### src/rtl/conv_row_scheduler.sv
// conv_row_scheduler: feeds a 3-row sliding window of an image to a 3x3 conv layer and hands result rows downstream
//   clk/reset        : rising-edge clock, asynchronous active-low reset
//   start            : begin a frame (sampled only while idle)
//   row_valid/row_ready/row_data         : upstream row stream, pixel 0 in the MSBs
//   image_valid/image0..2                : window to the conv layer (image0 oldest); image_valid low holds conv units in reset
//   conv_o_valid/conv_out                : conv layer result strobe and row
//   out_valid/out_ready/out_data/out_row : captured result row handed downstream
//   busy/frame_done/timeout_err          : status; timeout_err only live with CONV_SCHED_TIMEOUT_EN defined
module conv_row_scheduler #(
  parameter int DATA_WIDTH = 8,
  parameter int D          = 1,
  parameter int H          = 6,
  parameter int W          = 6,
  parameter int F          = 3
) (
  input  logic                            clk,
  input  logic                            reset,
  input  logic                            start,
  input  logic                            row_valid,
  input  logic [W*DATA_WIDTH-1:0]         row_data,
  output logic                            row_ready,
  output logic                            image_valid,
  output logic [W*DATA_WIDTH-1:0]         image0,
  output logic [W*DATA_WIDTH-1:0]         image1,
  output logic [W*DATA_WIDTH-1:0]         image2,
  input  logic                            conv_o_valid,
  input  logic [(W-F+1)*DATA_WIDTH-1:0]   conv_out,
  output logic                            out_valid,
  output logic [(W-F+1)*DATA_WIDTH-1:0]   out_data,
  input  logic                            out_ready,
  output logic [7:0]                      out_row,
  output logic                            busy,
  output logic                            frame_done,
  output logic                            timeout_err
);
  localparam int RW  = W * DATA_WIDTH;
  localparam int OWW = (W - F + 1) * DATA_WIDTH;
  typedef enum logic [1:0] {IDLE, FILL, CONV, OUT} state_t;
  state_t           state_q;
  logic [1:0]       need_q;
  logic             row_ready_q, image_valid_q, out_valid_q, busy_q, frame_done_q;
  logic [RW-1:0]    img0_q, img1_q, img2_q;
  logic [OWW-1:0]   out_data_q;
  logic [7:0]       out_row_q;
  logic             last_row_d;
  assign last_row_d = out_row_q == 8'(H - F);
`ifdef CONV_SCHED_TIMEOUT_EN
  localparam int TMO_LIMIT = D * F * F + 8;
  localparam int TW = $clog2(TMO_LIMIT);
  logic [TW-1:0] tmo_q;
  logic          timeout_err_q;
  assign timeout_err = timeout_err_q;
`else
  logic unused_depth;
  assign unused_depth = D > 0;
  assign timeout_err  = 1'b0;
`endif
  always_ff @(posedge clk or negedge reset) begin
    if (!reset) begin
      state_q       <= IDLE;
      need_q        <= '0;
      row_ready_q   <= 1'b0;
      image_valid_q <= 1'b0;
      out_valid_q   <= 1'b0;
      busy_q        <= 1'b0;
      frame_done_q  <= 1'b0;
      img0_q        <= '0;
      img1_q        <= '0;
      img2_q        <= '0;
      out_data_q    <= '0;
      out_row_q     <= '0;
`ifdef CONV_SCHED_TIMEOUT_EN
      tmo_q         <= '0;
      timeout_err_q <= 1'b0;
`endif
    end else begin
      frame_done_q <= 1'b0;
      case (state_q)
        IDLE: if (start) begin
          state_q     <= FILL;
          need_q      <= 2'd3;
          out_row_q   <= '0;
          row_ready_q <= 1'b1;
          busy_q      <= 1'b1;
        end
        FILL: if (row_valid && row_ready_q) begin
          img0_q <= img1_q;
          img1_q <= img2_q;
          img2_q <= row_data;
          need_q <= need_q - 2'd1;
          if (need_q == 2'd1) begin
            state_q       <= CONV;
            row_ready_q   <= 1'b0;
            image_valid_q <= 1'b1;
`ifdef CONV_SCHED_TIMEOUT_EN
            tmo_q         <= '0;
`endif
          end
        end
        CONV: if (conv_o_valid) begin
          out_data_q    <= conv_out;
          out_valid_q   <= 1'b1;
          image_valid_q <= 1'b0;
          state_q       <= OUT;
        end
`ifdef CONV_SCHED_TIMEOUT_EN
        else if (tmo_q == TW'(TMO_LIMIT - 1)) begin
          timeout_err_q <= 1'b1;
          image_valid_q <= 1'b0;
          busy_q        <= 1'b0;
          state_q       <= IDLE;
        end else tmo_q <= tmo_q + 1'b1;
`endif
        // out_valid is always high in OUT, so out_ready alone completes the handshake
        OUT: if (out_ready) begin
          out_valid_q <= 1'b0;
          if (last_row_d) begin
            frame_done_q <= 1'b1;
            busy_q       <= 1'b0;
            state_q      <= IDLE;
          end else begin
            out_row_q   <= out_row_q + 8'd1;
            need_q      <= 2'd1;
            row_ready_q <= 1'b1;
            state_q     <= FILL;
          end
        end
        default: state_q <= IDLE;
      endcase
    end
  end
  assign row_ready   = row_ready_q;
  assign image_valid = image_valid_q;
  assign image0      = img0_q;
  assign image1      = img1_q;
  assign image2      = img2_q;
  assign out_valid   = out_valid_q;
  assign out_data    = out_data_q;
  assign out_row     = out_row_q;
  assign busy        = busy_q;
  assign frame_done  = frame_done_q;
endmodule

### config.mk
export PLATFORM = sky130hd
export DESIGN_NAME = conv_row_scheduler
export DESIGN_NICKNAME = d
export VERILOG_FILES = /design/src/rtl/conv_row_scheduler.sv
export SDC_FILE = /design/constraint.sdc
export NUM_CORES = 1
export LEC_CHECK = 0
export ABC_AREA = 1
export BUFFER_PORTS_ARGS = -buffer_cell sky130_fd_sc_hd__clkbuf_2
export CAP_MARGIN = 10
export CORE_MARGIN = 2
export CORE_UTILIZATION = 33
export CTS_CLUSTER_SIZE = 14
export DETAILED_ROUTE_END_ITERATION = 6
export GPL_ROUTABILITY_DRIVEN = 1
export GPL_TIMING_DRIVEN = 0
export HOLD_SLACK_MARGIN = 0.1
export PLACE_DENSITY_LB_ADDON = 0.2
export SYNTH_ARGS = -nofsm -noshare
export SYNTH_HDL_FRONTEND = slang
export SYNTH_SLANG_ARGS = --single-unit
### constraint.sdc
create_clock -name clk -period 2.2 [get_ports clk]
set_input_delay 0.22 -clock clk [delete_from_list [all_inputs] [get_ports clk]]
set_output_delay 0.22 -clock clk [all_outputs]
set_load 0.03 [all_outputs]
==> reports/qor.yml <==
floorplan:
  rows: 55
  die_area_mm2: 0.0244
  die_h_um: 156
  core_area_mm2: 0.0227
  start_util_pct: 33.6
  ios: 276
  die_x_um: 156
timing:
  tightestPinTransition_ps: 799
  max-slew-margin-rel_pct: 46.7
  final_max_slew_viol_count: 0
  hold_viol_final: 0
  setup_viol: 0
  fmax_ghz: 0.527
  min_period_over_period_pct: 86.2
  grt_setup_unrepaired: "no"
  fin_crit_ps: 1900
  hold_ws_ps: 188
  finalClockSkew_ps: 12.5
pwr:
  power_frac_seq_pct: 35.0
  p_leak_uw: 0.00582
  vdd_ir_drop_max_v: 0.000722
  power_density_mw_per_mm2: 1660
  finalPower_uw: 18000
  pwr-share-comb_pct: 47.0
  internal_power_uw: 9620
  clkPwrFrac_pct: 18.0
  switching_power_uw: 8350
  p_sw_share_pct: 46.5
route:
  routed_via_density: 4.46
  drt-total-wl_um: 21200
  first_iter_violations: 196
  wl_per_cell_um: 14.9
  drc: 0
  dr.pass1.iters: 4
  vias: 6378
  drtAntennaViolNets: 0
place:
  dp_hpwl_um: 14800
  place_congestion: 0.777
  place.port_buffers: 274
logic_synthesis:
  synthesis.area_mm2: 0.00764
  synth_top_area_share_pct: 63.2
  ys_warn_count: 0
  synth-simple-area-share_pct: 14.6
  muxShareOfSynthArea_pct: 7.27
  async_flop_share_pct: 100
  ys_seq_elements: 193
  synth_top_cell_by_area: "dfrtp_1"
  synthCells: 755
  synth_top_family_by_area: "simple AND/OR/NAND/NOR gates"
  ys_seq_area_share_pct: 63.2
  synth_flop_cell: "dfrtp_1"
  synth-edff-count: 0
  synth_compound_area_share_pct: 7.34
  syn-num-nets: 848
  avgSynthCellArea_um2: 10.1
  synthAdderAreaFrac_pct: 1.15
  synthXorXnorAreaFrac_pct: 0
  synth_cell_types: 20
  yosys-top-cells-area: "dfrtp_1 (63%), nand2_1 (10%), mux2_2 (6.5%)"
worst_setup_path:
  cp-start-kind: "register"
  critPathMaxFanout: 10
  cp_slowest_cell: "dfrtp_1"
  cp_data_arrival_time_ps: 2180
  critical_path_class: "reg -> reg"
  critPathRequiredTime_ps: 2480
  max_stage_delay_ps: 410
  worst_setup_path_end_kind: "register"
  worstPathCellList: "inv_1 > ha_1 > buf_4 > nand3_2 > buf_6 > buf_6 > buf_4 > nand2_1 > o21ai_0"
status:
  status: "complete, no violations"
layout:
  layout_common_cells: "clkbuf_2 (273), nand2_1 (203), dfrtp_1 (193)"
  drive_above_1_share_pct: 33.2
  final_nets: 1224
  fillers: 2194
  antenna_cells: 0
  final_common_cell: "clkbuf_2"
  area_growth_syn_to_layout_pct: 41.7
global_route:
  grt_max_degree: 98
  grt_use_total_pct: 17.6
  grt_overflow: 0
  grt_pass1_wl_um: 33500
  grt_pass1_vias: 6375
  antenna_found_initial: 0
worst_hold_path:
  holdCritPathClass: "in -> reg"
cts:
  htree_levels: 4
  cts.sinks: 193
  cts_buffers: 17
  clockBufferDepth: 2
  clk_root_buffer_cell: "clkbuf_16"
  cts_resized: 0
  insertion_delay_ps: 430
  cts_tree: "done"
  clk_pin_slew_ps: 70
job:
  drv_cap: 0
area by class of cell:
cell class	count	area, um2	share of cell area [%]
Tap cell	285	357	3.29
Buffer	36	214	1.98
Sequential cell	193	4830	44.6
Multi-Input combinational cell	453	2320	21.4
Clock inverter	10	149	1.38
Timing Repair Buffer	357	2230	20.6
Inverter	73	274	2.53
Clock buffer	22	454	4.19
state kept, by name, indices dropped and copies added, names as in the netlist:
| name | cells |
|---|---|
| row_ready | 1 |
| out_row | 8 |
| image_valid | 1 |
| frame_done | 1 |
| image2 | 48 |
| need_q | 2 |
| out_valid | 1 |
| image1 | 48 |
| out_data | 32 |
| image0 | 48 |
| state_q | 2 |
| busy | 1 |
synthesized netlist by cell type (8+ instances only):
cell type / instances
nand2_1: 203
dfrtp_1: 193
inv_1: 73
nor2_1: 63
a21oi_1: 51
o21ai_0: 49
mux2_2: 44
buf_2: 15
nand3_1: 11
clkbuf_1: 9
o21ai_1: 9
buf_4: 8
path summary, 6_finish.rpt:
| check | start | endpoint | slack [ps] | cells after the start |
|---|---|---|---|---|
| worst max-delay path | state_q[1] | image0[41] | 300 | 9 |
| worst min-delay path | conv_o_valid | out_data[0] | 190 | 4 |
| worst max register to register | state_q[1] | image0[41] | 300 | 9 |
| worst min register to register | need_q[1] | need_q[1] | 480 | 2 |
| max in group asynchronous | reset | image1[12] | 800 | 3 |
| min in group asynchronous | reset | out_data[26] | 410 | 2 |
power by group through the flow:
stage	logic (uW)	registers (uW)	clock network [uW]
final	8450	6300	3230
after global routing	9190	6520	3470
after CTS	8550	6300	3330
after detailed placement	8430	6340	0
after global placement	8320	6320	0
after floorplan	2550	9400	0
per-layer routing:
metal / up-vias / share of wire [%] / track usage, %
li1: 3139 / - / -
met1: 3021 / 43 / 21.8
met2: 200 / 49 / 30.2
met3: 18 / 6.5 / 4.92
met4: 0 / 1.3 / 4.63
met5: - / 0 / 0
cell families (layout without fill, tap and decap cells):
family | Yosys count | in the layout
compound gates | 111 | 111
fa+ha+maj | 7 | 7
simple gates | 286 | 286
other cells | 1 | 1
mux | 48 | 48
buf+inv | 109 | 498
flops | 193 | 193
worst max-delay path, delay by kind of cell (launching register included):
| kind | cells | cell delay, ps |
|---|---|---|
| buffers and inverters | 5 | 860 |
| AO/OA/AOI/OAI | 1 | 80 |
| flip-flops | 1 | 410 |
| adder cells (fa/ha/maj) | 1 | 170 |
| AND/OR/NAND/NOR | 2 | 240 |
stage by stage:
step	cell area [um2]	setup WS, ps	instances	util [%]	TNS, ps
2_1_floorplan	7640	627	755	-	0
3_3_place_gp	9370	-2980	1314	41.3	-571270
3_5_place_dp	9400	239	1315	41.4	0
4_1_cts	10800	221	1429	47.7	0
5_1_grt	10800	112	1429	47.7	0
6_report	10800	304	1429	47.7	0
timing repair:
| action | 4_1_cts | 5_1_grt |
|---|---|---|
| hold buffers | 82 | 0 |
| buffers inserted | 0 | 0 |
| hold endpoints to repair | 177 | 0 |
Note: power is estimated with default switching activity, not from simulation.
